==> config.mk <==
export PLATFORM = sky130hd
export DESIGN_NAME = time_of_day
export DESIGN_NICKNAME = d
export VERILOG_FILES = /design/src/rtl/watch_pkg.sv /design/src/rtl/mod_counter.sv /design/src/rtl/time_of_day.sv
export SDC_FILE = /design/constraint.sdc
export NUM_CORES = 1
export LEC_CHECK = 0
export BUFFER_PORTS_ARGS = -buffer_cell sky130_fd_sc_hd__buf_2
export CORE_UTILIZATION = 49
export DETAILED_ROUTE_END_ITERATION = 10
export PLACE_DENSITY = 0.74
export SETUP_SLACK_MARGIN = 0.02
export SKIP_LAST_GASP = 1
export SYNTH_ARGS = -nofsm -noshare
export SYNTH_HDL_FRONTEND = slang
export SYNTH_SLANG_ARGS = --single-unit
==> constraint.sdc <==
create_clock -name clk -period 2.1 [get_ports clk]
set_input_delay 0.105 -clock clk [delete_from_list [all_inputs] [get_ports clk]]
set_output_delay 0.105 -clock clk [all_outputs]
set_load 0.01 [all_outputs]
==> src/rtl/watch_pkg.sv <==
// Shared definitions for the time-of-day block: mode encoding and field limits.
package watch_pkg;

    typedef enum logic [1:0] {
        RUN      = 2'd0,
        SET_HOUR = 2'd1,
        SET_MIN  = 2'd2
    } mode_t;

    localparam int unsigned SEC_MAX  = 59;
    localparam int unsigned MIN_MAX  = 59;
    localparam int unsigned HOUR_MAX = 23;

    localparam int unsigned SEC_W  = 6;
    localparam int unsigned MIN_W  = 6;
    localparam int unsigned HOUR_W = 5;

endpackage

==> src/rtl/mod_counter.sv <==
// Modulo-(MAX+1) counter with synchronous clear, enable and a wrap carry-out.
module mod_counter #(
    parameter int unsigned WIDTH = 6,
    parameter int unsigned MAX   = 59
) (
    input  logic             clk,
    input  logic             rst,
    input  logic             clr,
    input  logic             en,
    output logic [WIDTH-1:0] count,
    output logic             carry
);

    assign carry = en && !clr && (count == WIDTH'(MAX));

    always_ff @(posedge clk or negedge rst) begin
        if (!rst) begin
            count <= '0;
        end else if (clr) begin
            count <= '0;
        end else if (en) begin
            count <= carry ? '0 : count + WIDTH'(1);
        end
    end

endmodule

==> src/rtl/time_of_day.sv <==
// 24 h time-of-day counter with RUN/SET_HOUR/SET_MIN button control.
// Define TIME_12H_EN to produce a 12 h display hour and pm flag.
module time_of_day
    import watch_pkg::*;
#(
    parameter int unsigned CLK_HZ = 1000
) (
    input  logic       clk,
    input  logic       rst,
    input  logic       mode_btn,
    input  logic       inc_btn,
    output logic [5:0] sec,
    output logic [5:0] min,
    output logic [4:0] hour,
    output logic [4:0] disp_hour,
    output logic       pm,
    output logic [1:0] mode,
    output logic       day_tick
);

    localparam int unsigned PW = (CLK_HZ > 1) ? $clog2(CLK_HZ) : 1;
    localparam logic [PW-1:0] PRE_MAX = PW'(CLK_HZ - 1);

    mode_t           state_q, state_d;
    logic [PW-1:0]   presc_q;
    logic            run, inc_ok, sec_tick;
    logic            sec_clr, presc_clr;
    logic            sec_wrap, min_wrap, hour_wrap;
    logic            min_en, hour_en;
    logic [4:0]      hour_next, disp_d;
    logic            pm_d;

    always_ff @(posedge clk or negedge rst) begin
        if (!rst) state_q <= RUN;
        else      state_q <= state_d;
    end

    always_comb begin
        state_d = state_q;
        if (mode_btn) begin
            case (state_q)
                RUN:      state_d = SET_HOUR;
                SET_HOUR: state_d = SET_MIN;
                default:  state_d = RUN;
            endcase
        end
    end

    assign run    = (state_q == RUN);
    assign inc_ok = inc_btn && !mode_btn;

    // The prescaler also stays clear on the SET_MIN->RUN edge so the first second is full length.
    assign presc_clr = !run || mode_btn;
    assign sec_clr   = (state_d != RUN);
    assign sec_tick  = run && !mode_btn && (presc_q == PRE_MAX);

    always_ff @(posedge clk or negedge rst) begin
        if (!rst)                              presc_q <= '0;
        else if (presc_clr || sec_tick)        presc_q <= '0;
        else                                   presc_q <= presc_q + PW'(1);
    end

    assign min_en  = (run && sec_wrap) || (state_q == SET_MIN  && inc_ok);
    assign hour_en = (run && min_wrap) || (state_q == SET_HOUR && inc_ok);

    mod_counter #(.WIDTH(SEC_W), .MAX(SEC_MAX)) u_sec (
        .clk(clk), .rst(rst), .clr(sec_clr), .en(sec_tick), .count(sec), .carry(sec_wrap)
    );

    mod_counter #(.WIDTH(MIN_W), .MAX(MIN_MAX)) u_min (
        .clk(clk), .rst(rst), .clr(1'b0), .en(min_en), .count(min), .carry(min_wrap)
    );

    mod_counter #(.WIDTH(HOUR_W), .MAX(HOUR_MAX)) u_hour (
        .clk(clk), .rst(rst), .clr(1'b0), .en(hour_en), .count(hour), .carry(hour_wrap)
    );

    // Display registers track the hour counter's next value so they update on the same edge.
    assign hour_next = hour_wrap ? '0 : (hour_en ? hour + 5'd1 : hour);

`ifdef TIME_12H_EN
    localparam logic [4:0] DISP_RST = 5'd12;
    always_comb begin
        disp_d = hour_next;
        pm_d   = (hour_next >= 5'd12);
        if (hour_next == 5'd0 || hour_next == 5'd12) disp_d = 5'd12;
        else if (hour_next > 5'd12)                   disp_d = hour_next - 5'd12;
    end
`else
    localparam logic [4:0] DISP_RST = 5'd0;
    always_comb begin
        disp_d = hour_next;
        pm_d   = 1'b0;
    end
`endif

    always_ff @(posedge clk or negedge rst) begin
        if (!rst) begin
            disp_hour <= DISP_RST;
            pm        <= 1'b0;
            day_tick  <= 1'b0;
        end else begin
            disp_hour <= disp_d;
            pm        <= pm_d;
            day_tick  <= run && hour_wrap;
        end
    end

    assign mode = state_q;

endmodule

==> reports/summary.md <==
The cell accounting for the most synthesized area is sky130_fd_sc_hd__dfrtp_1. By area the synthesized netlist is led by sky130_fd_sc_hd__dfrtp_1 (52%), sky130_fd_sc_hd__o21ai_0 (4.5%), sky130_fd_sc_hd__nor2_1 (4.0%). The final route contains 1363 vias. At the end of the flow, the number of nets in the layout was 214.

The final layout contains routed wiring with a total length of 3246 um. The tools report the number of global-route vias before repair as 1256. Routability-driven placement finished with a final weighted congestion of 0.7932.

Hold is met by 0.05670 ns. The most common cell in the synthesized netlist is sky130_fd_sc_hd__dfrtp_1. By count the netlist is led by sky130_fd_sc_hd__dfrtp_1 (35), sky130_fd_sc_hd__nor2_1 (18), sky130_fd_sc_hd__o21ai_0 (15).

The chip width works out to 60.37 um. For the gate count of the mapped netlist, the log shows 163. The worst flop-to-flop path startpoint was mode[1]. The run gives 52.94% as the initial standard-cell utilization of the core. The number of optimization iterations in the first detailed-route pass was 4; the y dimension of the die was 60.37 um. The type of the worst setup path is flip-flop to flip-flop. The run gives 0.09 ns as the setup slack of the worst register-to-register path. Fraction of final layout cells sized beyond drive strength 1: 28.02%. The flow ran to the end, and the final reports show no timing, DRC or antenna violations.

The number of distinct library cells after synthesis came out at 41. The clock arrives with 0.003832 ns of skew. TritonCTS built the clock tree. The worst setup path is captured at a flip-flop. The clock tree synthesis step divided the H-tree into 2 levels.

The headroom to the max-slew limit is 49.58%. Along the worst path, the maximum fanout reaches 6. After synthesis, the largest area contributor takes up 52.47% of total cell area. Buffers inserted during clock tree synthesis total 5. The worst register-to-register path ends at u_min.count[2]. For this run, the total global-route usage over all layers was measured as 20.90%. The I/O pin total came out at 30. The clock passes through at most 2 buffers.

The count of buffers added on input and output ports is 28. The highest ir drop seen on vdd is 0.4952 mV, and the data arrival time of the critical path is 2.24 ns. The async set or reset register ratio after synthesis is 100.0%, and the DRC violations left is 0.

The floorplan has 20 rows. Global routing finished with a remaining overflow of 0. The synthesized flop and latch total is 35.

The tools report the origin of the worst setup path as mode[1]. The remaining antenna violation count came out at 0. Summed over all nets, the half-perimeter wirelength after detailed placement is 2405 um.

The clock period could shrink to 2.009 ns. The leading register cell type out of synthesis was sky130_fd_sc_hd__dfrtp_1. The critical path ends at u_min.count[2]. Yosys mapped a number of flops with a built-in enable equal to 0. Final count of pins violating max slew: 0. Clock-pin slew was measured on the worst setup and hold paths at 0.09 ns. The count of final hold-check violations was 0; the full die area was 3644 um2. For this block, the initial DRC count from the detailed router was 47.

The per-cell routed wire length was 12.93 um; the synthesized area was 1669 um2. Entering global routing, the biggest net connects 36 pins. The tree is rooted in a sky130_fd_sc_hd__clkbuf_4. Using the TritonRoute via totals, the vias-per-cell ratio works out to 5.430. Setup total negative slack on the finished layout was measured at 0 ns. The initial antenna violation count was 0.

STA classifies the critical path startpoint as a flip-flop. After detailed placement, the total cell area comes to 1889 um2. The repair_antennas step left the layout with diodes totalling 0. Setup violations remaining at the end of the flow were counted as 0.

The later pin in the worst-skew pair is clocked with a latency of 0.33 ns. The post-synthesis sequential area ratio is 52.47%. Of the available clock period, the critical path in the final layout requires 95.64%. Based on the critical path, the design can be clocked at up to 497.9 MHz. After filler insertion, the fill cell instance count of the layout stands at 266. Setup repair after global routing left no endpoint under its margin. The total area inside the core boundary comes to 3153 um2.

Counting cells, the worst reg-to-reg path comes to 6. The first global-routing pass estimated 5520 um of wire. Summed over all cells, the static leakage comes to 0.9255 nW. The max-cap check violation count is 0.

The path type of the worst min-delay path is input port to flip-flop. The growth of design area from synthesis to finish came out at 21.06%. The average cell area after synthesis came out at 10.24 um2.

Data on the critical path is required at its endpoint by 2.33 ns. At the pin with the least slew margin, the transition time is 0.7563 ns. The power density relative to cell area works out to 840.3 nW/um2.

When the netlist entered floorplanning its net count stood at 171. Summing all non-filler instances in the final layout gives an area of 2021 um2. The number of clock sinks was 35; the count of yosys warnings during synthesis was 0.
-- per-stage QoR --
step                setup WS [ns]  cells  utilization (%)  power, mW
CTS                       0.06818    247            62.62      1.705
global placement           0.1346    238            59.92      1.261
global route             0.007193    251            64.09      1.813
finish                    0.09149    251            64.09      1.698
floorplan                 0.02239    163                -      1.114
detailed placement       0.006825    238            59.92      1.297
-- sequential cells by signal (all words and copies together) (netlist names) --
signal / flops
day_tick: 1
disp_hour: 5
mode: 2
presc_q: 10
u_hour.count: 5
u_min.count: 6
u_sec.count: 6
-- cell type report --
class	count	area [um2]	share of cell area (%)
inverter	5	18.77	0.9288
sequential	35	877.1	43.41
timing repair buffer	40	232.7	11.52
multi-input combinational	119	768.2	38.02
clock buffer	8	68.82	3.406
tap	44	55.05	2.724
-- worst min-delay path by stage --
stage	from	end	slack (ns)	depth (start not counted)
finish	mode_btn	mode[0]	0.06	2
CTS	mode_btn	mode[0]	0.05	2
global placement	rst	presc_q[8]	0.21	1
detailed placement	rst	presc_q[6]	0.22	1
floorplan	rst	day_tick	-0.19	0
global route	mode_btn	mode[0]	0.06	2
-- cell families after synthesis --
| kind of cell | after synthesis | share of synthesized area, % |
|---|---|---|
| AOI/OAI and AO/OA | 34 | 12.22 |
| xor gates and xnor gates | 9 | 4.723 |
| adders and majority gates | 4 | 2.999 |
| buffers and inverters | 9 | 2.773 |
| DFF | 35 | 52.47 |
| muxes | 3 | 1.949 |
| other | 1 | 0.2247 |
| and+or+nand+nor | 68 | 22.64 |
-- worst max-delay path, stage by stage (launching register included) --
cell	delay, ns
sky130_fd_sc_hd__dfrtp_1	0.44
sky130_fd_sc_hd__or3_4	0.42
sky130_fd_sc_hd__nor4_4	0.26
sky130_fd_sc_hd__buf_4	0.18
sky130_fd_sc_hd__a21oi_2	0.07
sky130_fd_sc_hd__and2b_2	0.23
sky130_fd_sc_hd__mux2_2	0.31
-- cell usage in the layout (no fill, tap or decap), types with 3 or more instances in the layout --
| cell | count |
|---|---|
| sky130_fd_sc_hd__ha_1 | 4 |
| sky130_fd_sc_hd__nand2_1 | 10 |
| sky130_fd_sc_hd__nor2_1 | 17 |
| sky130_fd_sc_hd__buf_4 | 11 |
| sky130_fd_sc_hd__inv_1 | 5 |
| sky130_fd_sc_hd__nor3_1 | 4 |
| sky130_fd_sc_hd__dfrtp_1 | 34 |
| sky130_fd_sc_hd__xnor2_1 | 6 |
| sky130_fd_sc_hd__buf_2 | 28 |
| sky130_fd_sc_hd__clkbuf_4 | 5 |
| sky130_fd_sc_hd__o31ai_1 | 3 |
| sky130_fd_sc_hd__nand4_1 | 3 |
| sky130_fd_sc_hd__a21oi_1 | 7 |
| sky130_fd_sc_hd__nand3_1 | 11 |
| sky130_fd_sc_hd__xor2_1 | 3 |
| sky130_fd_sc_hd__o21ai_0 | 13 |
-- where the power goes --
group          switching [mW]  internal (mW)
Combinational           0.228          0.178
Clock                   0.212          0.197
Sequential              0.104          0.778
-- routing by layer --
metal | wire (um) | up-vias | track usage [%]
li1 | - | 669 | -
met1 | 1423 | 663 | 25.03
met2 | 1643 | 25 | 35.32
met3 | 136 | 6 | 7.036
met4 | 43 | 0 | 6.977
met5 | 0 | - | 0
-- what timing repair did --
action / 4_1_cts / 5_1_grt
buffers inserted: 0 / 4
endpoints found under the setup margin: 5 / 13
gates cloned: 0 / 0
resized for setup: 1 / 6
endpoints found under the hold margin: 35 / 0
hold buffers: 1 / 0
pin swaps: 0 / 3
Power figures use the tool's default switching activity.
